--- config.mk ---
export PLATFORM = sky130hd
export DESIGN_NAME = cnn_pe_param
export DESIGN_NICKNAME = d
export VERILOG_FILES = /design/src/rtl/cnn_pe_param.sv
export SDC_FILE = /design/constraint.sdc
export NUM_CORES = 1
export LEC_CHECK = 0
export ABC_AREA = 0
export CAP_MARGIN = 20
export CORE_MARGIN = 2
export CORE_UTILIZATION = 25
export DETAILED_ROUTE_END_ITERATION = 16
export PLACE_DENSITY = 0.49
export SLEW_MARGIN = 20
export SYNTH_ARGS = -nofsm -noshare
export SYNTH_HDL_FRONTEND = slang
export SYNTH_SLANG_ARGS = --single-unit
--- constraint.sdc ---
create_clock -name clk -period 8.5 [get_ports clk]
set_clock_uncertainty 0.05 [all_clocks]
set_input_delay 1.7 -clock clk [delete_from_list [all_inputs] [get_ports clk]]
set_output_delay 1.7 -clock clk [all_outputs]
set_load 0.005 [all_outputs]
--- src/rtl/cnn_pe_param.sv ---
// cnn_pe_param: parameterised CNN processing element with a lane-masked
// weight buffer, windowed MAC accumulation and requantised output.
module cnn_pe_param #(
    parameter int LANES = 4,
    parameter int DW    = 8,
    parameter int DEPTH = 16,
    parameter int AW    = $clog2(DEPTH),
    parameter int ACCW  = 24
) (
    input  logic                clk,
    input  logic                reset,
    input  logic [2:0]          in_state,
    input  logic [LANES*DW-1:0] in_act,
    input  logic [DW-1:0]       wrb_data,
    input  logic [AW-1:0]       wrb_addr,
    input  logic [LANES-1:0]    wrb,
    input  logic [AW-1:0]       rdb_addr,
    input  logic [4:0]          shift,
    input  logic                relu_en,
    output logic [2:0]          out_state,
    output logic [DW-1:0]       out_data,
    output logic                sat_flag
);
    localparam int PW = 2*DW + 1;
    localparam int SW = 2*DW + 1 + $clog2(LANES);

    localparam logic [2:0] ST_INV = 3'd0;
    localparam logic [2:0] ST_VAL = 3'd1;
    localparam logic [2:0] ST_FIN = 3'd2;

    localparam logic signed [ACCW:0] UMAX =
        (ACCW+1)'((64'd1 << DW) - 64'd1);
    localparam logic signed [ACCW:0] SMAX =
        (ACCW+1)'((64'd1 << (DW-1)) - 64'd1);
    localparam logic signed [ACCW:0] SMIN = -SMAX - (ACCW+1)'(1);

    logic [2:0]             st_norm;
    logic [2:0]             s1_state, s2_state, s3_state;
    logic [LANES*DW-1:0]    s1_act;
    logic [4:0]             s1_shift, s2_shift, s3_shift;
    logic                   s1_relu, s2_relu, s3_relu;
    logic signed [PW-1:0]   prod [LANES];
    logic signed [SW-1:0]   sum, s2_sum;
    logic signed [ACCW-1:0] acc, acc_next, s3_r;
    logic signed [ACCW:0]   rnd, rr, q;
    logic [DW-1:0]          q_data;
    logic                   q_sat;

    assign st_norm = (in_state == ST_VAL || in_state == ST_FIN) ?
                     in_state : ST_INV;

    // Per-lane buffer; the registered read sees pre-write contents.
    for (genvar k = 0; k < LANES; k++) begin : g_lane
        logic [DW-1:0]        wmem [DEPTH];
        logic [DW-1:0]        w;
        logic signed [PW-1:0] a_ext, w_ext;

        always_ff @(posedge clk) begin
            if (wrb[k]) wmem[wrb_addr] <= wrb_data;
            w <= wmem[rdb_addr];
        end

        assign a_ext   = {{(PW-DW){1'b0}}, s1_act[k*DW +: DW]};
        assign w_ext   = {{(PW-DW){w[DW-1]}}, w};
        assign prod[k] = a_ext * w_ext;
    end

    always_comb begin
        sum = '0;
        for (int k = 0; k < LANES; k++) sum = sum + SW'(prod[k]);
    end

    assign acc_next = acc + ACCW'(s2_sum);

    always_ff @(posedge clk) begin
        if (reset) begin
            s1_state <= ST_INV;
            s2_state <= ST_INV;
        end else begin
            s1_state <= st_norm;
            s2_state <= s1_state;
        end
        s1_act   <= in_act;
        s1_shift <= shift;
        s1_relu  <= relu_en;
        s2_sum   <= sum;
        s2_shift <= s1_shift;
        s2_relu  <= s1_relu;
    end

    always_ff @(posedge clk) begin
        if (reset) begin
            s3_state <= ST_INV;
            acc      <= '0;
            s3_r     <= '0;
        end else begin
            s3_state <= s2_state;
            if (s2_state == ST_VAL) begin
                acc <= acc_next;
            end else if (s2_state == ST_FIN) begin
                acc  <= '0;
                s3_r <= acc_next;
            end
        end
        s3_shift <= s2_shift;
        s3_relu  <= s2_relu;
    end

    // Round half up, then clamp to the unsigned or signed output range.
    always_comb begin
        rnd = '0;
        if (s3_shift != 5'd0) rnd = (ACCW+1)'(1) << (s3_shift - 5'd1);
        rr     = {s3_r[ACCW-1], s3_r} + rnd;
        q      = rr >>> s3_shift;
        q_data = q[DW-1:0];
        q_sat  = 1'b0;
        if (s3_relu) begin
            if (q[ACCW]) begin
                q_data = '0;
            end else if (q > UMAX) begin
                q_data = UMAX[DW-1:0];
                q_sat  = 1'b1;
            end
        end else begin
            if (q > SMAX) begin
                q_data = SMAX[DW-1:0];
                q_sat  = 1'b1;
            end else if (q < SMIN) begin
                q_data = SMIN[DW-1:0];
                q_sat  = 1'b1;
            end
        end
    end

    always_ff @(posedge clk) begin
        if (reset) begin
            out_state <= ST_INV;
            out_data  <= '0;
            sat_flag  <= 1'b0;
        end else begin
            out_state <= s3_state;
            if (s3_state == ST_FIN) begin
                out_data <= q_data;
                sat_flag <= sat_flag | q_sat;
            end
        end
    end
endmodule

==> flow_summary.json, run 1 <==
{
  "wirelength_met1_mm": 44.2,
  "fp.dieH_um": 396,
  "design.core.area_sq_um": 154000,
  "hold_class": "flop to flop",
  "gr-total-overflow": 0,
  "cp.arrival_ns": 7.98,
  "drt-initial-drc-count": 1833,
  "first_pass_iters": 5,
  "max-clock-path-buffers": 3,
  "num_vias": 23100,
  "ys_seq_area_frac": 0.488,
  "grt_start_max_net_pins": 69,
  "place_congestion": 0.845,
  "postCtsSetupBuffers": 0,
  "syn_nets": 3426,
  "ys_top_cells_by_area": "edfxtp_1, fa_1, mux4_2",
  "maxSlewHeadroom": 0.248,
  "finalHoldViolCount": 0,
  "root_buffer": "clkbuf_16",
  "fin_crit_sh": 0.874,
  "clk_pin_slew_worst_paths_ns": 0.06,
  "setup_violations": 0,
  "slowest_delay_ns": 0.54,
  "ys_warn_count": 0,
  "wl_mm": 100,
  "clock_sink_count": 682,
  "synthArstFlopShare": 0,
  "vias_per_cell": 4.50,
  "critPathMaxFanout": 8,
  "slew_violations": 0,
  "wl_per_cell_um": 19.5,
  "grt_pass1_wl_mm": 154,
  "worst_pin_slew_ns": 1.12,
  "run_status": "complete, no violations",
  "dr_wl_met2_mm": 49.2,
  "die_area_sq_um": 157000,
  "ctsHtreeMaxLevel": 3,
  "start_util": 0.251,
  "syn_avg_cell_area_sq_um": 13.1,
  "period_minus_slack_ns": 7.43,
  "num-nets-final": 3508,
  "grt_usage": 0.129,
  "antenna_left": 0,
  "hold_slack_ns": 0.274,
  "ys_seq_elements": 682,
  "route.met3.wl_mm": 4.45,
  "fmax_mhz": 135,
  "ctsResizeCount": 0,
  "cts_tree": "yes",
  "drive_gt1_frac": 0.119,
  "die_w_um": 396,
  "synth_edf_count": 512,
  "rsz0062_at_grt": "false",
  "fin_setup_tns_ns": 0,
  "cp_top_family": "adder cells",
  "syn2layout_area_growth_pct": 14.7,
  "maxUsedRoutingLayer": "met5",
  "grt_antenna_before_repair": 14,
  "maxCapViolations": 0,
  "rows": 144,
  "crit_path_frequent_cell": "fa_1",
  "io_buffers": 74,
  "synth_flop_cell": "edfxtp_1",
  "syn_area_sq_um": 38500,
  "slowest_stage": "fa_1",
  "clock_latency_ns": 0.69,
  "critical_path_class": "flop to flop",
  "dp_hpwl_mm": 71.7,
  "io_pins": 75,
  "post-route-drc-count": 0,
  "synth.top_cell.area_share": 0.399,
  "postCtsHoldBufs": 0,
  "synth_cell_types": 96,
  "endpoint_kind": "flop",
  "critPathRequiredTime_ns": 9.05,
  "yosysTopAreaCell": "edfxtp_1",
  "worst-path-buf-inv": 5,
  "numCtsBuffers": 78,
  "postSynthCellCount": 2931,
  "grt_pass1_vias": 24100,
  "cp-start-kind": "flop"
}
cell type report:
class	instances	area, sq um
clock buffers	98	2090
repair buffers	104	912
well taps	2044	2560
clock inverters	44	522
multi-input cells	1787	18000
fillers	15700	109000
diodes	3	7.51
inverters	360	1350
flip-flops and latches	682	18800
cells in the mapped netlist (all sizes together), types with 4 or more instances:
master	instances
mux2	7
mux4	166
a221oi	4
a21o	16
a2111oi	8
and2	185
xnor2	45
dfxtp	170
nor4	6
o41ai	4
or4	5
o22ai	6
or3	13
inv	359
xor2	12
o211ai	14
o2111ai	9
buf	35
nor2b	27
a22oi	23
o31ai	9
nand3	21
mux2i	19
a31o	4
o21bai	7
a31oi	13
nand2	234
a211oi	27
and3	6
ha	198
o21a	16
clkbuf	67
nor3b	5
a21oi	107
nor4b	6
nand4	12
o21ai	38
nor2	146
nand2b	35
and4	7
edfxtp	512
fa	234
nor3	35
a211o	6
path summary, 6_finish.rpt:
kind	cells after the start	start	end	slack [ns]
max	29	s1_act[3]	s2_sum[17]	1.07
min	0	s2_shift[2]	s3_shift[2]	0.27
max reg2reg	29	s1_act[3]	s2_sum[17]	1.07
min reg2reg	0	s2_shift[2]	s3_shift[2]	0.27
cells by family (layout without fill, tap and decap cells):
group                      count (synthesis)  count (layout)  share of synthesized area
adders and majority gates                432             432                      0.186
xor gates and xnor gates                  57              57                     0.0130
and+or+nand+nor                          753             753                     0.0983
AOI/OAI and AO/OA                        352             352                     0.0648
buffers and inverters                    462             606                     0.0461
muxes                                    192             192                      0.104
other                                      1               4                  0.0000974
DFF                                      682             682                      0.488
cells in the final DEF (no fill, tap or decap), types with 31 or more instances in the layout:
cell,netlist,layout
fa_1,234,234
mux4_2,166,166
ha_1,198,198
clkdlybuf4s50_1,0,61
xnor2_1,45,45
nor3_1,33,33
nor2_1,146,145
edfxtp_1,512,512
clkbuf_16,0,78
buf_4,1,31
nand2_1,234,234
a21oi_1,102,102
inv_1,359,359
o21ai_0,32,32
nand2b_1,35,35
dfxtp_1,170,170
and2_1,184,184
sequential cells by signal, indices dropped and copies added, names as in the netlist, 5 cells and up:
name         count
s3_shift         5
s1_act          32
acc             24
s3_r            24
s1_shift         5
s2_sum          19
s2_shift         5
out_data         8
g_lane.wmem    512
g_lane.w        32
layer usage:
| metal | global-route usage | up-vias |
|---|---|---|
| met1 | 0.172 | 11800 |
| met2 | 0.219 | 518 |
| met4 | 0.0358 | 4 |
| met3 | 0.0189 | 115 |
| met5 | 0 | - |
| li1 | - | 10600 |
metrics by stage:
step / utilization / setup WS [ns] / instance area, sq um / cells
after detailed placement: 0.271 / 1.09 / 41600 / 4977
after CTS: 0.288 / 1.07 / 44200 / 5119
final: 0.288 / 1.07 / 44200 / 5122
after floorplan: - / 1.57 / 38500 / 2931
after global routing: 0.288 / 0.414 / 44200 / 5120
after global placement: 0.271 / 1.10 / 41600 / 4977
Power of run 1 is not shown: default switching activity piles up to over one toggle a cycle in this logic, so the estimate is an artifact.
==> inputs of run 2 (changes only) <==
- ABC_CLOCK_PERIOD_IN_PS: default -> 8500
- CELL_PAD_IN_SITES_DETAIL_PLACEMENT: default -> 0
- CELL_PAD_IN_SITES_GLOBAL_PLACEMENT: default -> 1
- CORE_ASPECT_RATIO: default -> 0.5
- PLACE_DENSITY: 0.49 -> 0.54
==> flow_summary.json, run 2 (synthesis gave the netlist of run 1 again) <==
{
  "grt_pass1_vias": 24300,
  "critPathRequiredTime_ns": 9.03,
  "fmax_mhz": 134,
  "mostFrequentLayoutCells": "edfxtp_1, inv_1, nand2_1, fa_1, ha_1",
  "largest_reg_flops": 512,
  "clock_sink_count": 682,
  "fp.dieH_um": 282,
  "multi_input_area_sq_um": 18000,
  "die_area_sq_um": 157000,
  "die_w_um": 559,
  "worst_pin_slew_ns": 1.13,
  "maxSlewHeadroom": 0.250,
  "ctsResizeCount": 0,
  "register_area_sq_um": 18800,
  "dp_hpwl_mm": 72.7,
  "design.core.area_sq_um": 152000,
  "cts_tree": "yes",
  "critPathMaxFanout": 8,
  "num-fill-cells": 15500,
  "num_vias": 22900,
  "drt-initial-drc-count": 1465,
  "max-clock-path-buffers": 3,
  "root_buffer": "clkbuf_16",
  "io_buffers": 74,
  "grt_pass1_wl_mm": 156,
  "cp.arrival_ns": 7.97,
  "first_pass_iters": 7,
  "period_minus_slack_ns": 7.44,
  "wl_per_cell_um": 19.8,
  "slowest_delay_ns": 0.55,
  "slew_violations": 0,
  "endpoint_kind": "flop",
  "top_regs": "g_lane.wmem (512), g_lane.w (32), s1_act (32)",
  "clock_latency_ns": 0.69,
  "post-route-drc-count": 0,
  "crit_path_frequent_cell": "fa_1",
  "rsz0062_at_grt": "false",
  "postCtsHoldBufs": 0,
  "grt_usage": 0.130,
  "numCtsBuffers": 71,
  "setup_violations": 0,
  "fin_setup_tns_ns": 0,
  "rows": 101,
  "wl_mm": 101,
  "critical_path_class": "flop to flop",
  "grt_start_max_net_pins": 73,
  "slowest_stage": "fa_1",
  "io_pins": 75,
  "clk_pin_slew_worst_paths_ns": 0.06,
  "num-nets-final": 3498,
  "hold_class": "flop to flop",
  "postCtsSetupBuffers": 0,
  "maxCapViolations": 0,
  "place_congestion": 0.840,
  "fin_crit_sh": 0.875,
  "syn2layout_area_growth_pct": 14.0,
  "start_util": 0.253,
  "cp-start-kind": "flop",
  "drive_gt1_frac": 0.118,
  "regMostFlops": "g_lane.wmem",
  "finalHoldViolCount": 0,
  "antenna_left": 0,
  "final_common_cell": "edfxtp_1",
  "vias_per_cell": 4.47,
  "grt_antenna_before_repair": 8,
  "gr-total-overflow": 0,
  "ctsHtreeMaxLevel": 3,
  "run_status": "complete, no violations"
}
## run 2: cell count changes in the layout (fill, tap and decap cells not counted), moves of 3 or more
cell / change
buf_2: -3
clkinv_2: +6
clkinv_4: +3
clkinv_1: -14
clkbuf_16: -7
clkbuf_8: -5
## run 2: path summary, 6_finish.rpt
path / start / to / slack [ns] / cells past startpoint
max: g_lane[0].w[2] / s2_sum[17] / 1.06 / 29
min: s2_relu / s3_relu / 0.27 / 0
max reg2reg: g_lane[0].w[2] / s2_sum[17] / 1.06 / 29
min reg2reg: s2_relu / s3_relu / 0.27 / 0
## run 2: stage by stage
stage	util	instance area [sq um]	worst slack, ns	hold WS [ns]	std cells
after floorplan	-	38500	1.57	0.260	2931
after global placement	0.273	41600	1.06	0.262	4990
after detailed placement	0.273	41600	1.07	0.266	4990
after CTS	0.288	43900	1.01	0.276	5115
after global routing	0.288	43900	0.615	0.284	5116
final	0.288	43900	1.06	0.271	5117
## run 2: final cells by class
cell class,count,area share
repair buffers,101,0.0207
well taps,2060,0.0587
inverters,360,0.0308
clock buffers,88,0.0422
clock inverters,37,0.0103
diodes,2,0.000114
multi-input cells,1787,0.409
flip-flops and latches,682,0.428
## run 2: per-layer routing
metal | global-route usage | vias up | share of wire
met5 | 0 | - | 0.00061
met4 | 0.0291 | 10 | 0.018
met3 | 0.0227 | 115 | 0.042
met2 | 0.223 | 424 | 0.49
met1 | 0.172 | 11800 | 0.45
li1 | - | 10600 | -
## run 2: critical path: cells and delay by family, from the launching register on
| family | cells | cell delay [ns] |
|---|---|---|
| compound gates | 11 | 1.84 |
| xor+xnor | 1 | 0.12 |
| fa+ha+maj | 9 | 4.32 |
| buf+inv | 5 | 0.25 |
| flops | 1 | 0.48 |
| simple gates | 3 | 0.29 |
Power of run 2 is left out for the same reason.
